## config.mk

```make
export PLATFORM = sky130hd
export DESIGN_NAME = seq_detect_arbiter_flat
export DESIGN_NICKNAME = d
export VERILOG_FILES = /design/src/rtl/seq_detect_arbiter_if.sv /design/src/rtl/seq_detect_arbiter.sv /design/src/flat_wrapper.sv
export SDC_FILE = /design/constraint.sdc
export NUM_CORES = 1
export LEC_CHECK = 0
export BUFFER_PORTS_ARGS = -buffer_cell sky130_fd_sc_hd__buf_2
export CORE_MARGIN = 3
export CORE_UTILIZATION = 50
export CTS_CLUSTER_SIZE = 28
export DETAILED_ROUTE_END_ITERATION = 7
export MAX_ROUTING_LAYER = met4
export PLACE_DENSITY = 0.76
export SLEW_MARGIN = 20
export SYNTH_ARGS = -nofsm -noshare
export SYNTH_HDL_FRONTEND = slang
export SYNTH_SLANG_ARGS = --single-unit
```

## constraint.sdc

```tcl
create_clock -name clk -period 2.8 [get_ports clk]
set_clock_uncertainty 0.1 [all_clocks]
set_input_delay 0.14 -clock clk [delete_from_list [all_inputs] [get_ports clk]]
set_output_delay 0.14 -clock clk [all_outputs]
set_load 0.01 [all_outputs]
```

## src/rtl/seq_detect_arbiter_if.sv

```systemverilog
// Bus between the request channels and the pattern-detector arbiter.
// The master side drives requests and operands; the slave side returns grant and results.
interface seq_detect_arbiter_if #(
    parameter int FRAME_W = 8,
    parameter int PAT_W   = 4
);
    logic [3:0]           req;
    logic [4*FRAME_W-1:0] frame_data;
    logic [PAT_W-1:0]     pattern;
    logic [3:0]           grant;
    logic                 busy;
    logic                 done;
    logic [1:0]           done_id;
    logic [3:0]           match_count;

    modport master (
        output req, frame_data, pattern,
        input  grant, busy, done, done_id, match_count
    );

    modport slave (
        input  req, frame_data, pattern,
        output grant, busy, done, done_id, match_count
    );
endinterface

```

## src/rtl/seq_detect_arbiter.sv

```systemverilog
// Four-channel round-robin arbiter feeding one serial pattern detector.
// Each granted frame is shifted MSB first and overlapping pattern hits are counted.
module seq_detect_arbiter #(
    parameter int FRAME_W = 8,
    parameter int PAT_W   = 4
) (
    input  logic                clk,
    input  logic                reset,
    seq_detect_arbiter_if.slave bus
);
    localparam int CNT_W = $clog2(FRAME_W);

    typedef enum logic [1:0] {
        IDLE   = 2'd0,
        SHIFT  = 2'd1,
        REPORT = 2'd2
    } state_t;

    state_t             state_reg, state_next;
    logic [1:0]         rr_ptr_reg, rr_ptr_next;
    logic [1:0]         served_reg, served_next;
    logic [3:0]         grant_reg, grant_next;
    logic [FRAME_W-1:0] frame_reg, frame_next;
    logic [PAT_W-1:0]   pat_reg, pat_next;
    logic [PAT_W-1:0]   window_reg, window_next;
    logic [CNT_W-1:0]   bit_cnt_reg, bit_cnt_next;
    logic [3:0]         count_reg, count_next;
    logic [3:0]         match_count_reg, match_count_next;
    logic [1:0]         done_id_reg, done_id_next;

    logic [FRAME_W-1:0] frame_arr [4];
    logic [3:0]         sel_onehot;
    logic [1:0]         sel_id;
    logic               sel_valid;
    logic [PAT_W-1:0]   window_shift;
    logic               hit;
    logic [3:0]         count_inc;
    logic               last_bit;

    genvar gi;
    generate
        for (gi = 0; gi < 4; gi++) begin : g_chan
            assign frame_arr[gi]  = bus.frame_data[FRAME_W*gi +: FRAME_W];
            assign sel_onehot[gi] = (sel_id == gi[1:0]);
        end
    endgenerate

    // Round-robin search: the lowest offset from rr_ptr with a pending request wins.
    always_comb begin
        logic [1:0] idx;
        idx       = 2'd0;
        sel_id    = rr_ptr_reg;
        sel_valid = 1'b0;
        for (int k = 3; k >= 0; k--) begin
            idx = rr_ptr_reg + 2'(k);
            if (bus.req[idx]) begin
                sel_id    = idx;
                sel_valid = 1'b1;
            end
        end
    end

    // Window update and overlap-aware hit detection for the bit being shifted this cycle.
    assign window_shift = {window_reg[PAT_W-2:0], frame_reg[FRAME_W-1]};
    assign hit          = (bit_cnt_reg >= CNT_W'(PAT_W-1)) && (window_shift == pat_reg);
    assign count_inc    = (hit && count_reg != 4'hF) ? count_reg + 4'd1 : count_reg;
    assign last_bit     = (bit_cnt_reg == CNT_W'(FRAME_W-1));

    always_comb begin
        state_next       = state_reg;
        rr_ptr_next      = rr_ptr_reg;
        served_next      = served_reg;
        grant_next       = grant_reg;
        frame_next       = frame_reg;
        pat_next         = pat_reg;
        window_next      = window_reg;
        bit_cnt_next     = bit_cnt_reg;
        count_next       = count_reg;
        match_count_next = match_count_reg;
        done_id_next     = done_id_reg;

        case (state_reg)
            IDLE: begin
                if (sel_valid) begin
                    state_next   = SHIFT;
                    served_next  = sel_id;
                    grant_next   = sel_onehot;
                    frame_next   = frame_arr[sel_id];
                    pat_next     = bus.pattern;
                    window_next  = '0;
                    bit_cnt_next = '0;
                    count_next   = 4'd0;
                end
            end
            SHIFT: begin
                frame_next   = frame_reg << 1;
                window_next  = window_shift;
                bit_cnt_next = bit_cnt_reg + CNT_W'(1);
                count_next   = count_inc;
                if (last_bit) begin
                    state_next       = REPORT;
                    match_count_next = count_inc;
                    done_id_next     = served_reg;
                end
            end
            REPORT: begin
                state_next  = IDLE;
                grant_next  = 4'd0;
                rr_ptr_next = served_reg + 2'd1;
            end
            default: begin
                state_next = IDLE;
                grant_next = 4'd0;
            end
        endcase
    end

    always_ff @(posedge clk or negedge reset) begin
        if (!reset) begin
            state_reg <= IDLE;
        end else begin
            state_reg <= state_next;
        end
    end

    always_ff @(posedge clk or negedge reset) begin
        if (!reset) begin
            rr_ptr_reg      <= 2'd0;
            served_reg      <= 2'd0;
            grant_reg       <= 4'd0;
            frame_reg       <= '0;
            pat_reg         <= '0;
            window_reg      <= '0;
            bit_cnt_reg     <= '0;
            count_reg       <= 4'd0;
            match_count_reg <= 4'd0;
            done_id_reg     <= 2'd0;
        end else begin
            rr_ptr_reg      <= rr_ptr_next;
            served_reg      <= served_next;
            grant_reg       <= grant_next;
            frame_reg       <= frame_next;
            pat_reg         <= pat_next;
            window_reg      <= window_next;
            bit_cnt_reg     <= bit_cnt_next;
            count_reg       <= count_next;
            match_count_reg <= match_count_next;
            done_id_reg     <= done_id_next;
        end
    end

    assign bus.grant       = grant_reg;
    assign bus.busy        = (state_reg != IDLE);
    assign bus.done        = (state_reg == REPORT);
    assign bus.done_id     = done_id_reg;
    assign bus.match_count = match_count_reg;
endmodule

```

## src/flat_wrapper.sv

```systemverilog
// flat-port wrapper written by rule: the top's interface ports become plain ports
module seq_detect_arbiter_flat 
#(
    parameter int FRAME_W = 8,
    parameter int PAT_W   = 4
)
  (clk, reset, bus_req, bus_frame_data, bus_pattern, bus_grant, bus_busy, bus_done, bus_done_id, bus_match_count);
  seq_detect_arbiter_if #(.FRAME_W(FRAME_W), .PAT_W(PAT_W)) bus_i ();
  input  logic clk;
  input  logic reset;
  input wire logic [$bits(bus_i.req)-1:0] bus_req;
  input wire logic [$bits(bus_i.frame_data)-1:0] bus_frame_data;
  input wire logic [$bits(bus_i.pattern)-1:0] bus_pattern;
  output wire logic [$bits(bus_i.grant)-1:0] bus_grant;
  output wire logic [$bits(bus_i.busy)-1:0] bus_busy;
  output wire logic [$bits(bus_i.done)-1:0] bus_done;
  output wire logic [$bits(bus_i.done_id)-1:0] bus_done_id;
  output wire logic [$bits(bus_i.match_count)-1:0] bus_match_count;
  assign bus_i.req = bus_req;
  assign bus_i.frame_data = bus_frame_data;
  assign bus_i.pattern = bus_pattern;
  assign bus_grant = bus_i.grant;
  assign bus_busy = bus_i.busy;
  assign bus_done = bus_i.done;
  assign bus_done_id = bus_i.done_id;
  assign bus_match_count = bus_i.match_count;
  seq_detect_arbiter #(.FRAME_W(FRAME_W), .PAT_W(PAT_W)) u_core (.clk(clk), .reset(reset), .bus(bus_i));
endmodule
```

==> flow_metrics.py, run 1 <==
metrics = {
    "drt": {
        "post_drt_via_cell_ratio": 5.34,
        "routedWlPerCell_um": 13.7,
        "vias": 1612,
        "drtPass1Iterations": 4,
        "antenna_left": 0,
        "wirelength_mm": 4.14,
        "initialDrtViolationCount": 59,
        "drc": 0,
    },
    "worst_setup_path": {
        "critical_path.top_delay_family": "simple AND/OR/NAND/NOR gates",
        "slowest_delay_ps": 740,
        "cp_data_required_time_ps": 2870,
        "arrival_ps": 2350,
        "path_max_fanout": 15,
        "criticalPathCategory": "flip-flop to flip-flop",
        "crit_path_start_kind": "flip-flop",
        "endpoint_kind": "flip-flop",
        "crit_slowest_cell": "nor2_1",
        "path_buf_inv": 1,
        "crit_chain": "inv_1 -> nor2_1 -> nand2_1 -> mux2_1",
    },
    "synth": {
        "ys_ff_latch": 38,
        "synth_compound_area_share_pct": 18.5,
        "synth-async-reset-ratio_pct": 100,
        "synth_fp_nets": 240,
        "synthTopCellsByArea": "dfrtp_1 47%, mux2i_1 7.4%, nand2_1 4.5%",
        "syn-cell-area_um2": 2020,
        "synth_top_family_by_area": "compound AO/OA/AOI/OAI gates",
        "netlist.area_leader.share_pct": 47.0,
        "synthCells": 194,
        "synth.avg_cell_area_um2": 10.4,
        "yosys.area_share.simple_pct": 13.0,
        "synth-edff-count": 0,
        "synthAdderAreaFrac_pct": 2.47,
        "yosysWarnings": 0,
        "yosysMostFrequentCell": "dfrtp_1",
        "ys_top_cells_by_count": "38 x dfrtp_1, 24 x nand2_1, 15 x mux2i_1, 15 x o21ai_1, 8 x inv_1",
        "synth_xor_area_share_pct": 3.46,
        "ys.flop_type": "dfrtp_1",
        "synth_cell_types": 46,
        "synth-seq-area-share_pct": 47.0,
        "synthMuxAreaShare_pct": 11.3,
        "synth_top_area_cell": "dfrtp_1",
    },
    "clocking": {
        "cts-buffers-inserted": 5,
        "tritoncts": "done",
        "root_buffer": "clkbuf_8",
        "cts_setup_buffers": 0,
        "clock_sinks": 38,
        "clk_latency_ps": 290,
        "clk_pin_slew_worst_paths_ps": 70,
        "cts_buffer_depth": 2,
        "post_cts_resized": 0,
        "holdBufCountCts": 5,
        "h-tree-depth": 2,
    },
    "power_and_ir_drop": {
        "peakVddDrop_v": 0.000518,
        "p_per_area_nw_per_um2": 933,
        "p_leak_nw": 1.21,
    },
    "finish": {
        "regArea_um2": 951,
        "multiInputGateArea_um2": 986,
        "antenna_cells": 0,
        "drive_above_1_share_pct": 28.3,
        "largest_reg_flops": 8,
        "syn_to_final_growth_pct": 21.2,
        "nets": 299,
        "final.fill_count": 302,
        "final_cells": 302,
    },
    "place": {
        "io_buffers": 53,
        "routabilityCongestion": 0.793,
        "place_hpwl_mm": 3.00,
        "dp.cells": 289,
        "pre_cts_ws_ps": 542,
    },
    "global_routing": {
        "grt-ovfl-total": 0,
        "grt_max_degree": 39,
        "grt_pass1_vias": 1631,
        "antenna_found_initial": 0,
        "grt_pass1_wl_mm": 7.45,
        "grtUsageTotal_pct": 19.4,
    },
    "sta": {
        "slew_viol_final": 0,
        "hold_viol": 0,
        "rsz0062_at_grt": "no",
        "setup_viol": 0,
        "finalSetupTns_ps": 0,
        "fin_crit_ps": 2280,
        "post-route-period-util_pct": 81.3,
        "fmax_mhz": 439,
        "worst_slack_ps": 522,
        "relSlewSlack_pct": 35.0,
        "tightest_slew_ps": 971,
    },
    "floorplanning": {
        "io_pins": 54,
        "row_count": 22,
        "start_util_pct": 53.6,
        "dieArea_um2": 4850,
        "fp.dieW_um": 69.6,
        "core_region_area_um2": 3770,
        "die_y_um": 69.6,
    },
    "worst_hold_path": {
        "min_path_type": "primary input to flip-flop",
    },
    "run_status": {
        "status": "finished, final reports clean",
    },
    "run": {
        "cap_viol_max_count": 0,
    },
}
cell families after synthesis:
kind of cell / count (synthesis)
flip-flops: 38
XOR/XNOR: 8
buffers and inverters: 17
multiplexers: 22
adder cells (fa/ha/maj): 4
AO/OA/AOI/OAI: 54
AND/OR/NAND/NOR: 51
cell type report:
type	instances	share of cell area (%)
Multi-Input combinational cell	139	40.2
Inverter	9	1.38
Timing Repair Buffer	60	13.5
Sequential cell	38	38.8
Clock inverter	1	0.204
Tap cell	48	2.45
Clock buffer	7	3.52
final timing paths:
kind / from / to / slack, ps / cells past startpoint
setup / recovery: u_core.state_reg[0] / u_core.bus.done_id[0] / 520 / 4
hold / removal: bus_frame_data[21] / u_core.frame_reg[5] / 70 / 3
setup reg to reg: u_core.state_reg[0] / u_core.bus.done_id[0] / 520 / 4
hold reg to reg: u_core.bus.match_count[0] / u_core.bus.match_count[0] / 380 / 2
max in group asynchronous: reset / u_core.rr_ptr_reg[0] / 1710 / 2
min in group asynchronous: reset / u_core.frame_reg[5] / 380 / 2
layout by cell type (no fill, tap or decap), drive strengths merged, types with 4 or more instances in the layout:
cell / synthesis / layout
o221ai: 7 / 7
ha: 4 / 4
mux2i: 15 / 15
o21ai: 18 / 18
inv: 9 / 9
a21oi: 5 / 5
xor2: 4 / 4
dlygate4sd3: 0 / 5
dfrtp: 38 / 38
xnor2: 4 / 4
clkbuf: 3 / 7
nand2: 24 / 24
buf: 5 / 55
nand2b: 4 / 4
a22oi: 7 / 7
mux2: 7 / 7
nor2: 6 / 6
per-layer routing:
layer  GRT usage, %  vias up  wire, um
li1               -      813         -
met1           26.1      761      1930
met2           28.9       31      1990
met3           4.64        7       152
met4           6.60        0        67
met5              -        -         0
report_power, final:
group	leakage, nW	switching, mW	internal [mW]
Clock	0.0482	0.183	0.198
Sequential	0.481	0.165	0.770
Combinational	0.679	0.526	0.444
Total	1.21	0.875	1.41
per-stage QoR:
stage / cell area (um^2) / hold WS (ps) / util [%] / power (mW)
finish: 2450 / 65.8 / 65.0 / 2.29
detailed placement: 2310 / 181 / 61.3 / 1.91
floorplan: 2020 / -256 / - / 1.67
global route: 2450 / 87.4 / 65.0 / 2.50
CTS: 2450 / 70.5 / 65.0 / 2.31
global placement: 2310 / 182 / 61.3 / 1.89
worst register-to-register path, delay by kind of cell, from the launching register on:
kind | cells | cell delay, ps
buffers and inverters | 1 | 80
AND/OR/NAND/NOR | 2 | 1190
flip-flops | 1 | 390
multiplexers | 1 | 410
No activity file was read; power rests on OpenSTA's default activity.
==> inputs of run 2 (changes only) <==
- clock period: 2.8 -> 2.3 ns (I/O delays scaled with it)
==> flow_metrics.py, run 2 (synthesis results as in run 1) <==
metrics = {
    "run_status": {
        "status": "finished, final reports clean",
    },
    "global_routing": {
        "grt_pass1_wl_mm": 7.09,
        "grt_max_degree": 39,
        "grt-ovfl-total": 0,
        "grtUsageTotal_pct": 18.5,
        "antenna_found_initial": 0,
        "grt_pass1_vias": 1595,
    },
    "clocking": {
        "clk_latency_ps": 290,
        "clk_pin_slew_worst_paths_ps": 70,
        "root_buffer": "clkbuf_8",
        "h-tree-depth": 2,
        "cts-buffers-inserted": 5,
        "clock_sinks": 38,
        "cts_buffer_depth": 2,
        "tritoncts": "done",
    },
    "place": {
        "routabilityCongestion": 0.810,
        "io_buffers": 53,
        "place_hpwl_mm": 3.04,
        "pre_cts_ws_ps": 25.9,
        "dp.cells": 290,
    },
    "sta": {
        "slew_viol_final": 0,
        "setup_viol": 0,
        "worst_slack_ps": 274,
        "post-route-period-util_pct": 88.1,
        "tightest_slew_ps": 813,
        "rsz0062_at_grt": "no",
        "relSlewSlack_pct": 45.8,
        "hold_viol": 0,
        "finalSetupTns_ps": 0,
        "fin_crit_ps": 2030,
        "fmax_mhz": 494,
    },
    "drt": {
        "initialDrtViolationCount": 55,
        "vias": 1618,
        "wirelength_mm": 4.15,
        "post_drt_via_cell_ratio": 5.34,
        "routedWlPerCell_um": 13.7,
        "drc": 0,
        "drtPass1Iterations": 4,
        "antenna_left": 0,
    },
    "worst_setup_path": {
        "cp_data_required_time_ps": 2380,
        "path_max_fanout": 5,
        "criticalPathCategory": "flip-flop to flip-flop",
        "endpoint_kind": "flip-flop",
        "arrival_ps": 2110,
        "rrSetupSlack_ps": 270,
        "crit_path_start_kind": "flip-flop",
    },
    "floorplanning": {
        "io_pins": 54,
        "fp.dieW_um": 69.6,
        "row_count": 22,
        "core_region_area_um2": 3770,
        "die_y_um": 69.6,
        "start_util_pct": 53.6,
        "dieArea_um2": 4850,
    },
    "run": {
        "cap_viol_max_count": 0,
    },
    "power_and_ir_drop": {
        "finalPower_mw": 2.87,
        "p_leak_nw": 1.22,
        "p_per_area_nw_per_um2": 1160,
        "peakVddDrop_v": 0.000799,
    },
    "finish": {
        "antenna_cells": 0,
        "nets": 300,
        "drive_above_1_share_pct": 29.4,
        "final_common_cell": "buf_2",
        "final_cells": 303,
        "utilization_pct": 65.8,
        "largest_reg_flops": 8,
        "syn_to_final_growth_pct": 22.6,
        "final_cell_mix": "53 x buf_2, 38 x dfrtp_1, 24 x nand2_1, 15 x o21ai_1, 15 x mux2i_1",
    },
    "worst_hold_path": {
        "min_path_type": "primary input to flip-flop",
    },
}
[run 2: area by class of cell]
class / count / area, um^2
flip-flops and latches: 38 / 951
inverters: 9 / 33.8
fillers: 315 / 1290
clock buffers: 5 / 68.8
clock inverters: 3 / 40.0
multi-input cells: 139 / 988
repair buffers: 61 / 338
well taps: 48 / 60.1
[run 2: critical path: stages (launching register included)]
cell      delay (ps)
dfrtp_1          440
ha_1             250
and3_1           190
nor4_2           290
and2_1           310
o21bai_1         120
a32o_1           220
[run 2: through the flow]
step                instance area (um^2)  hold slack, ps
floorplan                           2020            -281
global placement                    2320             158
detailed placement                  2320             148
CTS                                 2480            30.8
global route                        2480            42.6
finish                              2480            29.5
[run 2: power breakdown]
part           switching (mW)  internal, mW  leakage, nW
logic                   0.634         0.542        0.685
registers               0.206         0.938        0.481
clock network           0.228         0.319       0.0579
[run 2: worst paths after layout]
path,startpoint,end,cells after the start
min,bus_frame_data[22],u_core.frame_reg[6],3
max reg2reg,u_core.count_reg[0],u_core.count_reg[1],6
min reg2reg,u_core.bus.match_count[1],u_core.bus.match_count[1],2
max in group asynchronous,reset,u_core.bit_cnt_reg[2],2
max,u_core.count_reg[0],u_core.count_reg[1],6
min in group asynchronous,reset,u_core.frame_reg[5],2
[run 2: per-layer routing]
| metal | GRT usage [%] | vias up | wire [um] |
|---|---|---|---|
| met2 | 27.9 | 30 | 1970 |
| met1 | 24.4 | 759 | 1960 |
| met5 | - | - | 0 |
| met4 | 5.32 | 0 | 37 |
| li1 | - | 824 | - |
| met3 | 5.51 | 5 | 178 |
[run 2: repair_timing]
action | CTS | global route
hold buffers | 5 | 0
setup endpoints to repair | 0 | 6
hold endpoints to repair | 42 | 0
setup buffers | 0 | 0
resized for setup | 0 | 1
